--- config.mk ---
export PLATFORM = sky130hd
export DESIGN_NAME = rv64b_ise_issue
export DESIGN_NICKNAME = d
export VERILOG_FILES = /design/src/rtl/rv64b_ise_pkg.sv /design/src/rtl/rv64b_ise_dec.sv /design/src/rtl/rv64b_ise_issue.sv
export SDC_FILE = /design/constraint.sdc
export NUM_CORES = 1
export LEC_CHECK = 0
export ABC_AREA = 1
export CORE_MARGIN = 2
export CORE_UTILIZATION = 33
export CTS_CLUSTER_DIAMETER = 30
export DETAILED_ROUTE_END_ITERATION = 7
export PLACE_DENSITY = 0.59
export SLEW_MARGIN = 10
export SYNTH_ARGS = -nofsm -noshare
export SYNTH_HDL_FRONTEND = slang
export SYNTH_SLANG_ARGS = --single-unit
export TNS_END_PERCENT = 50
--- constraint.sdc ---
create_clock -name g_clk -period 2.6 [get_ports g_clk]
set_input_delay 0.52 -clock g_clk [delete_from_list [all_inputs] [get_ports g_clk]]
set_output_delay 0.52 -clock g_clk [all_outputs]
set_load 0.05 [all_outputs]
--- src/rtl/rv64b_ise_pkg.sv ---
// rtl/rv64b_ise_pkg.sv - shared encodings, FSM states and rotate helper for the bitmanip issue block
package rv64b_ise_pkg;

  localparam logic [6:0] OPC_OP_IMM = 7'b0010011;
  localparam logic [6:0] OPC_OP     = 7'b0110011;
  localparam logic [2:0] F3_RORI    = 3'b101;
  localparam logic [2:0] F3_ORN     = 3'b110;
  localparam logic [2:0] F3_ANDN    = 3'b111;
  localparam logic [5:0] F6_RORI    = 6'b011000;
  localparam logic [6:0] F7_ZBB     = 7'b0100000;

  typedef enum logic [1:0] {
    S_IDLE = 2'd0,
    S_ROT  = 2'd1,
    S_DONE = 2'd2
  } state_t;

  // Duplicating the word makes the rotate modulo 64 with no special case for zero.
  function automatic logic [63:0] ror64(input logic [63:0] x, input logic [5:0] n);
    logic [127:0] d;
    d = {x, x} >> n;
    return d[63:0];
  endfunction

endpackage

--- src/rtl/rv64b_ise_dec.sv ---
// rtl/rv64b_ise_dec.sv - combinational decode of RORI/ORN/ANDN into one-hot ops plus shamt and rd index
module rv64b_ise_dec
  import rv64b_ise_pkg::*;
(
  input  logic [31:0] instr,
  output logic        op_rori,
  output logic        op_orn,
  output logic        op_andn,
  output logic        illegal,
  output logic [5:0]  shamt,
  output logic [4:0]  rd_idx
);

  logic [6:0] opcode;
  logic [2:0] funct3;
  logic [6:0] funct7;
  logic [5:0] funct6;
  logic       unused_rs1;

  assign opcode = instr[6:0];
  assign funct3 = instr[14:12];
  assign funct7 = instr[31:25];
  assign funct6 = instr[31:26];
  assign unused_rs1 = ^instr[19:15];

  assign op_rori = (opcode == OPC_OP_IMM) && (funct3 == F3_RORI) && (funct6 == F6_RORI);
  assign op_orn  = (opcode == OPC_OP) && (funct3 == F3_ORN) && (funct7 == F7_ZBB);
  assign op_andn = (opcode == OPC_OP) && (funct3 == F3_ANDN) && (funct7 == F7_ZBB);
  assign illegal = !(op_rori || op_orn || op_andn);

  assign shamt  = instr[25:20];
  assign rd_idx = instr[11:7];

endmodule

--- src/rtl/rv64b_ise_issue.sv ---
// rtl/rv64b_ise_issue.sv - single-issue RORI/ORN/ANDN unit with two-stage rotate and held result
module rv64b_ise_issue
  import rv64b_ise_pkg::*;
(
  input  logic        g_clk,
  input  logic        g_rst,
  input  logic        in_valid,
  output logic        in_ready,
  input  logic [31:0] in_instr,
  input  logic [63:0] in_rs1,
  input  logic [63:0] in_rs2,
  output logic        out_valid,
  input  logic        out_ready,
  output logic [63:0] out_rd,
  output logic [4:0]  out_rd_idx,
  output logic        out_illegal
);

  logic        op_rori;
  logic        op_orn;
  logic        op_andn;
  logic        illegal;
  logic [5:0]  shamt;
  logic [4:0]  rd_idx;

  state_t      state;
  logic [63:0] rot_val;
  logic [2:0]  rot_hi;
  logic        accept;
  logic [63:0] logic_res;
  logic [63:0] stage1;
  logic [63:0] stage2;

  rv64b_ise_dec u_dec (
    .instr   (in_instr),
    .op_rori (op_rori),
    .op_orn  (op_orn),
    .op_andn (op_andn),
    .illegal (illegal),
    .shamt   (shamt),
    .rd_idx  (rd_idx)
  );

  assign in_ready = (state == S_IDLE) && !g_rst;
  assign accept   = in_valid && in_ready;

  // Rotate split: fine bit step on accept, byte step in ROT.
  always_comb begin
    logic_res = '0;
    if (op_orn) begin
      logic_res = in_rs1 | ~in_rs2;
    end else if (op_andn) begin
      logic_res = in_rs1 & ~in_rs2;
    end
    stage1 = ror64(in_rs1, {3'b000, shamt[2:0]});
    stage2 = ror64(rot_val, {rot_hi, 3'b000});
  end

  always_ff @(posedge g_clk) begin
    if (g_rst) begin
      state       <= S_IDLE;
      rot_val     <= '0;
      rot_hi      <= '0;
      out_valid   <= 1'b0;
      out_rd      <= '0;
      out_rd_idx  <= '0;
      out_illegal <= 1'b0;
    end else begin
      case (state)
        S_IDLE: begin
          if (accept) begin
            out_rd_idx <= rd_idx;
            if (op_rori) begin
              rot_val     <= stage1;
              rot_hi      <= shamt[5:3];
              out_illegal <= 1'b0;
              state       <= S_ROT;
            end else begin
              out_rd      <= logic_res;
              out_illegal <= illegal;
              out_valid   <= 1'b1;
              state       <= S_DONE;
            end
          end
        end
        S_ROT: begin
          out_rd    <= stage2;
          out_valid <= 1'b1;
          state     <= S_DONE;
        end
        S_DONE: begin
          if (out_ready) begin
            out_valid <= 1'b0;
            state     <= S_IDLE;
          end
        end
        default: state <= S_IDLE;
      endcase
    end
  end

endmodule
## Word level (Yosys, flattened, before mapping)

Index checks and enable logic that the tools add are counted.

| word-level totals | value |
|---|---|
| bits in registers | 140 |
| latch bits | 0 |
| memory bits (writable) | 0 |
| memory bits (read-only) | 0 |
| input bits | 164 |
| logic and storage cells | 58 |
| memories | 0 |

| operators by class | value |
|---|---|
| add/subtract/negate cells | 0 |
| $mul | 0 |
| divide/modulo/power cells | 0 |
| $lt $le $gt $ge | 0 |
| eq/ne operators | 12 |
| shift-type cells | 2 |
| muxes and demuxes | 14 |
| bitwise operators | 3 |
| reduce and logical (&&, ||, !) cells | 20 |

Operators with widths:

| cell | number |
|---|---|
| 64-bit two-way mux | 4 |
| 64-bit one-hot mux with 2 select lines | 1 |
| 128-bit by 3-bit >> shifter with 64-bit output | 1 |
| 128-bit by 6-bit >> shifter with 64-bit output | 1 |
| 64-bit AND | 1 |
| 64-bit inverter | 1 |
| 64-bit bitwise OR | 1 |
| 7-bit by 6-bit == test with 1-bit output, second input constant | 2 |
| 3-bit == test, second input constant | 3 |
| 1-bit logical AND | 8 |
| 7-bit by 5-bit == test with 1-bit output, second input constant | 1 |
| 6-bit by 5-bit == test with 1-bit output, second input constant | 1 |
| 2-bit two-way mux | 3 |
| 2-bit inequality test, second input constant | 3 |
| 2-bit one-hot mux with 3 select lines | 1 |
| 3-bit AND reduction | 2 |
| 1-bit two-way mux | 4 |
| 2-bit AND reduction | 2 |
| 4-bit AND reduction | 1 |
| 1-bit one-hot mux with 3 select lines | 1 |
| 3-bit nonzero test | 1 |
| 2-bit by 1-bit == test with 1-bit output, second input constant | 1 |
| 2-bit == test, second input constant | 1 |
| 1-bit zero test | 2 |
| 3 further kinds | 4 |

## Longest topological paths before layout

| logic depth | value |
|---|---|
| depth in word-level cells | 8 |
| mapped depth | 13 |
| gate-level depth less buffers | 11 |

## Hierarchy

Synthesis repeated with hierarchy kept, for this count alone.

| second synthesis, totals | value |
|---|---|
| cells, all modules | 2043 |
| area, all modules | 11359.6 um2 |

By module, submodules not included:

| module | times used | cells an instance | area an instance (um2) | sequential area each (um2) |
|---|---|---|---|---|
| rv64b_ise_issue | 1 | 2005 | 11162.0 | 2802.7 |
| rv64b_ise_dec | 1 | 38 | 197.7 | 0.0 |

## Least setup slack after synthesis

OpenSTA, ideal clock, no wires.

| timing path | value |
|---|---|
| path type | input-to-reg |
| start point | input port g_rst |
| end point | register rot_val[13] |
| arrival time | 1.687 ns |
| data required time | 2.483 ns |
| path slack | 0.796 ns |
| stages | 8 |
| buffers on the path | 2 |
| cells stage by stage | nor2_4 -> nand2_1 -> buf_4 -> inv_4 -> nand4_4 -> buf_6 -> nor2_1 -> nor2_1 |

| between the ends | value |
|---|---|
| longest elaborated chain between the ends | 4 |

RTL lines:

| item | RTL line | source |
|---|---|---|
| start, declared | rv64b_ise_issue.sv:6 | `input logic g_rst,` |
| 1-bit zero test | rv64b_ise_issue.sv:44 | `assign in_ready = (state == S_IDLE) && !g_rst;` |
| 1-bit logical AND | rv64b_ise_issue.sv:44 |  |
| 1-bit logical AND | rv64b_ise_issue.sv:45 | `assign accept = in_valid && in_ready;` |
| 3-bit AND reduction (no line) | - |  |
| end signal, assigned | rv64b_ise_issue.sv:74 | `rot_val <= stage1;` |
| end, declared | rv64b_ise_issue.sv:27 | `logic [63:0] rot_val;` |

Several ways; a longest one is shown, not always the timed one.
A chain may end at the register's enable or synchronous reset.

## Worst setup path after layout

| timing path | value |
|---|---|
| start point | register out_rd[8] |
| end point | output port out_rd[8] |

RTL lines:

| item | RTL line | source |
|---|---|---|
| start, declared | rv64b_ise_issue.sv:14 | `output logic [63:0] out_rd,` |
| start signal, assigned | rv64b_ise_issue.sv:79 | `out_rd <= logic_res;` |
| start signal, assigned | rv64b_ise_issue.sv:87 | `out_rd <= stage2;` |

No word-level cell between the ends.

==> results.md <==
* Post-Syn Area at 12,000 um^2
* Initial DRC count at 1,089
* Total global routing overflow at 0
* Setup CP Type: reg -> out
* Drt first pass iters at 5
* Largest area contributor in the netlist: nand2_1
* GP Congestion at 0.896
* Synth cell count leaders: nand2_1 (1,021), nor2_1 (391), inv_1 (165)
* Routed len/inst at 16.5 um
* Async set-reset flop share out of synthesis at 0%
* Worst R2R Start: rot_hi[0]
* Crit Reg-Reg Endpoint: out_rd[23]
* Number of synthesized register bits at 140
* Global Route Usage Sum at 25.7%
* Placed Instances at 2,933
* Final Power at 7.15 mW
* Clk_skew at 0.0143 ns
* Crit path max fanout at 2
* Vias at 14.7k
* Mapped Nets at 2,490
* Share of cells above drive strength 1 at 5.07%
* Die width at 195 um
* Most used DFF post-synth: dfxtp_1
* Slack of the critical path at 0.446 ns
* Setup TNS at 0 ns
* Setup crit start kind: flop
* Critical path buffers and inverters at 1
* CTS max path bufs at 2
* Row Count at 69
* Syn_area_per_cell at 5.15 um^2
* Die area at 37,900 um^2
* Worst r2r path cells at 10
* PostCTS Resize Cnt at 0
* DRC Markers at 0
* Detailed Place HPWL at 36.2 mm
* Number of global-route vias before repair at 13.6k
* Final Slew Violations at 0
* Critical Path Slowest Stage Cell: clkdlybuf4s50_1
* Vias per std cell at 4.95
* Max-cap violation count at 0
* Cells after Synth at 2,326
* Seq/Total Area, Yosys at 23.4%
* Number of synthesized flops with an enable pin at 0
* Hold WS at 0.459 ns
* Cell variety after synth at 29
* Endpoints failing setup at 0
* Die H at 195 um
* Routed Antenna Nets at 0
* Status: finished clean
* Core box area at 35,700 um^2
* IO Pins at 236
* Critical Path RT at 2.08 ns
* CP arrival at 1.63 ns
* Post-CTS Hold Buffers at 0
* Area growth, synth to finish at 28.7%
* Root Buffer: clkbuf_16
* Fmax at 464 MHz
* Post-place setup slack at 0.221 ns
* H-tree depth at 4
* Most frequent cell after synthesis: nand2_1
* Core Util, Final at 43.3%
* Power per cell area at 463 nW/um^2
* HP Start: out_illegal
* Worst hold path endpoint: out_illegal
* Register-to-register setup slack at 0.70 ns
* Clock sinks at 140
* Net count, final at 2,655
* Final WL at 49.0 mm
* Worst Hold Depth at 2
* Post-CTS Setup Inserts at 0
* Fillers at 4,056
* Final Hold Viols at 0
* Pin count of the biggest net entering global routing at 119
* Global-route wire length before repair at 77.1 mm
* CTS buffer count at 17
* Hold/Removal Path Class: reg -> reg
* CTS tree: done
* Crit path cell chain: clkdlybuf4s50_1
* Final Cell Area at 15,400 um^2
* Initial Util at 33.6%
* Clk_lat worst skew at 0.45 ns
* Initial antenna violation count at 0
* Slowest stage delay, CP at 0.82 ns
* Placed cell areas at 14,800 um^2
* Antenna cell count at 0
* Clk slew on worst S/H paths at 0.07 ns
* Final period util at 82.9%
* Non-filler cells, final at 2,964
* Yosys top cell area share at 32.0%
* Peak VDD IR at 0.000443 V
* RSZ-0062 raised after global routing: false
* Synth area leaders: nand2_1 (32%), dfxtp_1 (23%), nor2_1 (12%)
* Worst-Margin Slew at 0.622 ns
* CP Capture Type: output pin
* CP delay by family, top: buffers and inverters
* Tmin final at 2.15 ns
* I/O Buffers at 230
* Yosys warns at 0
* Slew headroom at 58.5%
* Leak Pwr at 7.70 nW
-- placed cells by master, fill, tap and decap left out, types with 2 or more instances in the layout --
cell type / netlist / layout
a21oi_1: 86 / 86
a31oi_1: 41 / 41
buf_12: 0 / 17
buf_2: 48 / 4
buf_4: 14 / 51
bufinv_16: 0 / 2
clkbuf_1: 48 / 3
clkbuf_16: 0 / 17
clkbuf_8: 0 / 4
clkdlybuf4s50_1: 0 / 225
clkinv_1: 2 / 2
clkinv_2: 0 / 5
dfxtp_1: 140 / 137
dfxtp_2: 0 / 3
inv_1: 165 / 165
inv_2: 8 / 7
nand2_1: 1021 / 1020
nand2_2: 2 / 2
nand3_1: 137 / 137
nand3_2: 2 / 2
nand4_1: 23 / 23
nor2_1: 391 / 390
nor2_2: 6 / 6
nor2_4: 2 / 3
nor3_1: 3 / 3
o21a_1: 2 / 2
o21ai_0: 86 / 86
o21ai_1: 10 / 10
o21bai_1: 43 / 43
-- routing by layer --
layer	up-vias	share of wire, %	global-route usage, %
met1	6701	48	35.9
met3	20	4.7	2.83
met2	397	47	43.4
met5	-	0	0
met4	0	0.75	4.05
li1	7545	-	-
-- worst register-to-register path: stages (launching register included) --
cell and delay, ns:
dfxtp_2 0.35, buf_4 0.38, nand2_1 0.17, nand3_1 0.12, nand2_1 0.08, nand2_1 0.06, nand2_1 0.05, nor2_1 0.27
nor2_1 0.10, buf_4 0.14, a21oi_1 0.12
-- registers in the layout, indices dropped and copies added (netlist names) --
signal	cells
out_rd	64
rot_val	64
out_rd_idx	5
rot_hi	3
state	2
out_illegal	1
out_valid	1
-- kinds of logic (layout without fill, tap and decap cells) --
| group | Yosys count | after routing | share of synthesized area (%) |
|---|---|---|---|
| simple gates | 1590 | 1590 | 52.3 |
| flops | 140 | 140 | 23.4 |
| buf+inv | 327 | 504 | 11.6 |
| compound gates | 269 | 269 | 12.6 |
-- layout make-up --
cell class                 instances  area, um^2  share of cell area (%)
tap                              461         577                    3.74
clock buffer                      24         492                    3.19
clock inverter                     7        87.6                   0.568
multi-input combinational       1859        7800                    50.6
sequential                       140        2810                    18.2
timing repair buffer             297        3000                    19.4
inverter                         176         664                    4.31
-- how the worst max path moves through the flow --
stage | start | to | slack (ns) | depth (start not counted)
floorplan | g_rst | rot_val[13] | 0.80 | 8
global placement | in_instr[27] | rot_val[41] | 0.28 | 9
detailed placement | in_instr[27] | rot_val[51] | 0.22 | 9
CTS | out_rd[61] | out_rd[61] | 0.42 | 1
global route | out_rd[8] | out_rd[8] | 0.41 | 1
finish | out_rd[8] | out_rd[8] | 0.45 | 1
-- where the power goes --
| part | total (mW) | switching, mW | leakage [nW] | internal (mW) |
|---|---|---|---|---|
| combinational | 2.21 | 1.39 | 6.27 | 0.817 |
| sequential | 2.37 | 0.0807 | 1.14 | 2.29 |
| clock | 2.57 | 1.06 | 0.286 | 1.50 |
Power figures use the tool's default switching activity.
==> patch (same flow settings) <==
Reset style: asynchronous (`g_rst`), changed in one clocked block.
--- a/src/rtl/rv64b_ise_issue.sv
+++ b/src/rtl/rv64b_ise_issue.sv
@@ -56,7 +56,7 @@
     stage2 = ror64(rot_val, {rot_hi, 3'b000});
   end
 
-  always_ff @(posedge g_clk) begin
+  always_ff @(posedge g_clk or posedge g_rst) begin
     if (g_rst) begin
       state       <= S_IDLE;
       rot_val     <= '0;
Function: differs if g_rst is asserted again (counterexample within 4 cycles, from zero or initial values and one cycle with g_rst high); with g_rst held inactive, the same outputs for 4 cycles.
==> patch against the unedited design <==
  * Wire length rose by 4.5%
  * Hold slack improved by 0.017 ns
  * Design area rose by 0.19%
  * Synthesized cell count fell by 7.3%
  * Sequential share of layout area rose by 4.5 points
  * Sequential cell count did not move
  * Utilization barely moved
  * Setup slack got worse by 0.064 ns
  * Clock power barely moved
  * Cell count fell by 6.4%
  * Synthesized area rose by 0.37%
  * Count of clock-buffer cells in the layout rose by 1
  * Sequential power rose by 15%
  * Power rose by 19%
  * Largest power group is now combinational logic
==> patch: results (changes against the unedited design) <==
metric;value;unit;change
async_flop_share;100;%;+100 points
fin_nets;2466;;-7.1%
via_per_inst;5.22;;+5.4%
synth_cell_types;24;;-17%
grt_max_degree;141;;+18%
fill_cells;3810;;-6.1%
synth.area.mux_share;0;%;unchanged
highest_layer;met5;;
postPlaceCellArea;14900;µm²;+0.13%
synthCells;2157;;-7.3%
globalRouteTotalUtil;26.9;%;+1.2 points
place_inst;2744;;-6.4%
dr_wl_met2;23000;µm;+0.78%
synth-compound-area-share;8.76;%;-3.9 points
grt_use_met2;42.9;%;-0.45 points
final_area;15500;µm²;+0.19%
met1_usage;36.7;%;+0.80 points
synthTopCellsByArea;nand2_1 (29%), dfrtp_1 (29%), nand3_1 (15%), nor2_1 (6.1%), a21oi_1 (5.7%);;
first_global_vias;13311;;-2.3%
synthFlopType;dfrtp_1;;
status;completed;;
syn-num-nets;2321;;-6.8%
p_leak;0.00794;µW;+3.2%
ir_drop;0.000500;V;+13%
internal_power;5130;µW;+11%
finalNonFillerCells;2775;;-6.4%
wl;51200;µm;+4.5%
wl_met3;3840;µm;+67%
ys_seq_area_share;29.1;%;+5.7 points
drtPass1Iterations;6;;+1
final.setup_skew;0.0122;ns;-0.00210 ns
use_met3;5.24;%;+2.4 points
drive_gt1_share;6.44;%;+1.4 points
drt_iter0_drc;1546;;+42%
met1_length;23000;µm;-2.4%
grt_pass1_wl;78400;µm;+1.6%
synth_commonest_cells;nand2_1 (938), nand3_1 (360), nor2_1 (197), dfrtp_1 (140), a21oi_1 (136);;
-- patch: cell count changes after synthesis, moves of 14 or more --
cell      unedited run  this run
inv_1              165        93
dfrtp_1              0       140
nand2_1           1021       938
or2_2                0        61
nand4_1             23         1
nand3_1            137       360
clkbuf_1            48        71
a21oi_1             86       136
nor2_1             391       197
a31oi_1             41         0
o21ai_0             86        72
dfxtp_1            140         0
o21bai_1            43         1
-- patch: worst paths after layout --
kind / slack (ns) / startpoint / end / cells past startpoint
max reg2reg: 0.55 / rot_hi[1] / out_rd[0] / 9
max: 0.38 / out_rd[37] / out_rd[37] / 1
min: 0.48 / rot_val[59] / rot_val[59] / 2
max in group asynchronous: 1.24 / g_rst / out_rd[38] / 3
min reg2reg: 0.48 / rot_val[59] / rot_val[59] / 2
min in group asynchronous: 0.65 / g_rst / out_rd_idx[3] / 3
-- patch: layout make-up --
class / instances / share of cell area [%]
Clock buffer: 25 / 3.27
Inverter: 100 / 2.45
Timing Repair Buffer: 268 / 18.3
Sequential cell: 140 / 22.7
Clock inverter: 6 / 0.551
Tap cell: 461 / 3.73
Multi-Input combinational cell: 1775 / 49.0
-- patch: kinds of logic after synthesis --
logic type / after synthesis
AND/OR/NAND/NOR: 1565
AO/OA/AOI/OAI: 210
buffers and inverters: 242
flip-flops: 140
-- patch: power by group through the flow --
| stage | combinational [µW] | sequential, µW | clock, µW |
|---|---|---|---|
| 6_report | 3240 | 2720 | 2560 |
| 5_1_grt | 3420 | 2760 | 2670 |
| 4_1_cts | 3250 | 2730 | 2600 |
| 3_5_place_dp | 3240 | 2760 | 0 |
| 3_3_place_gp | 3210 | 2770 | 0 |
| 2_1_floorplan | 857 | 3790 | 0 |
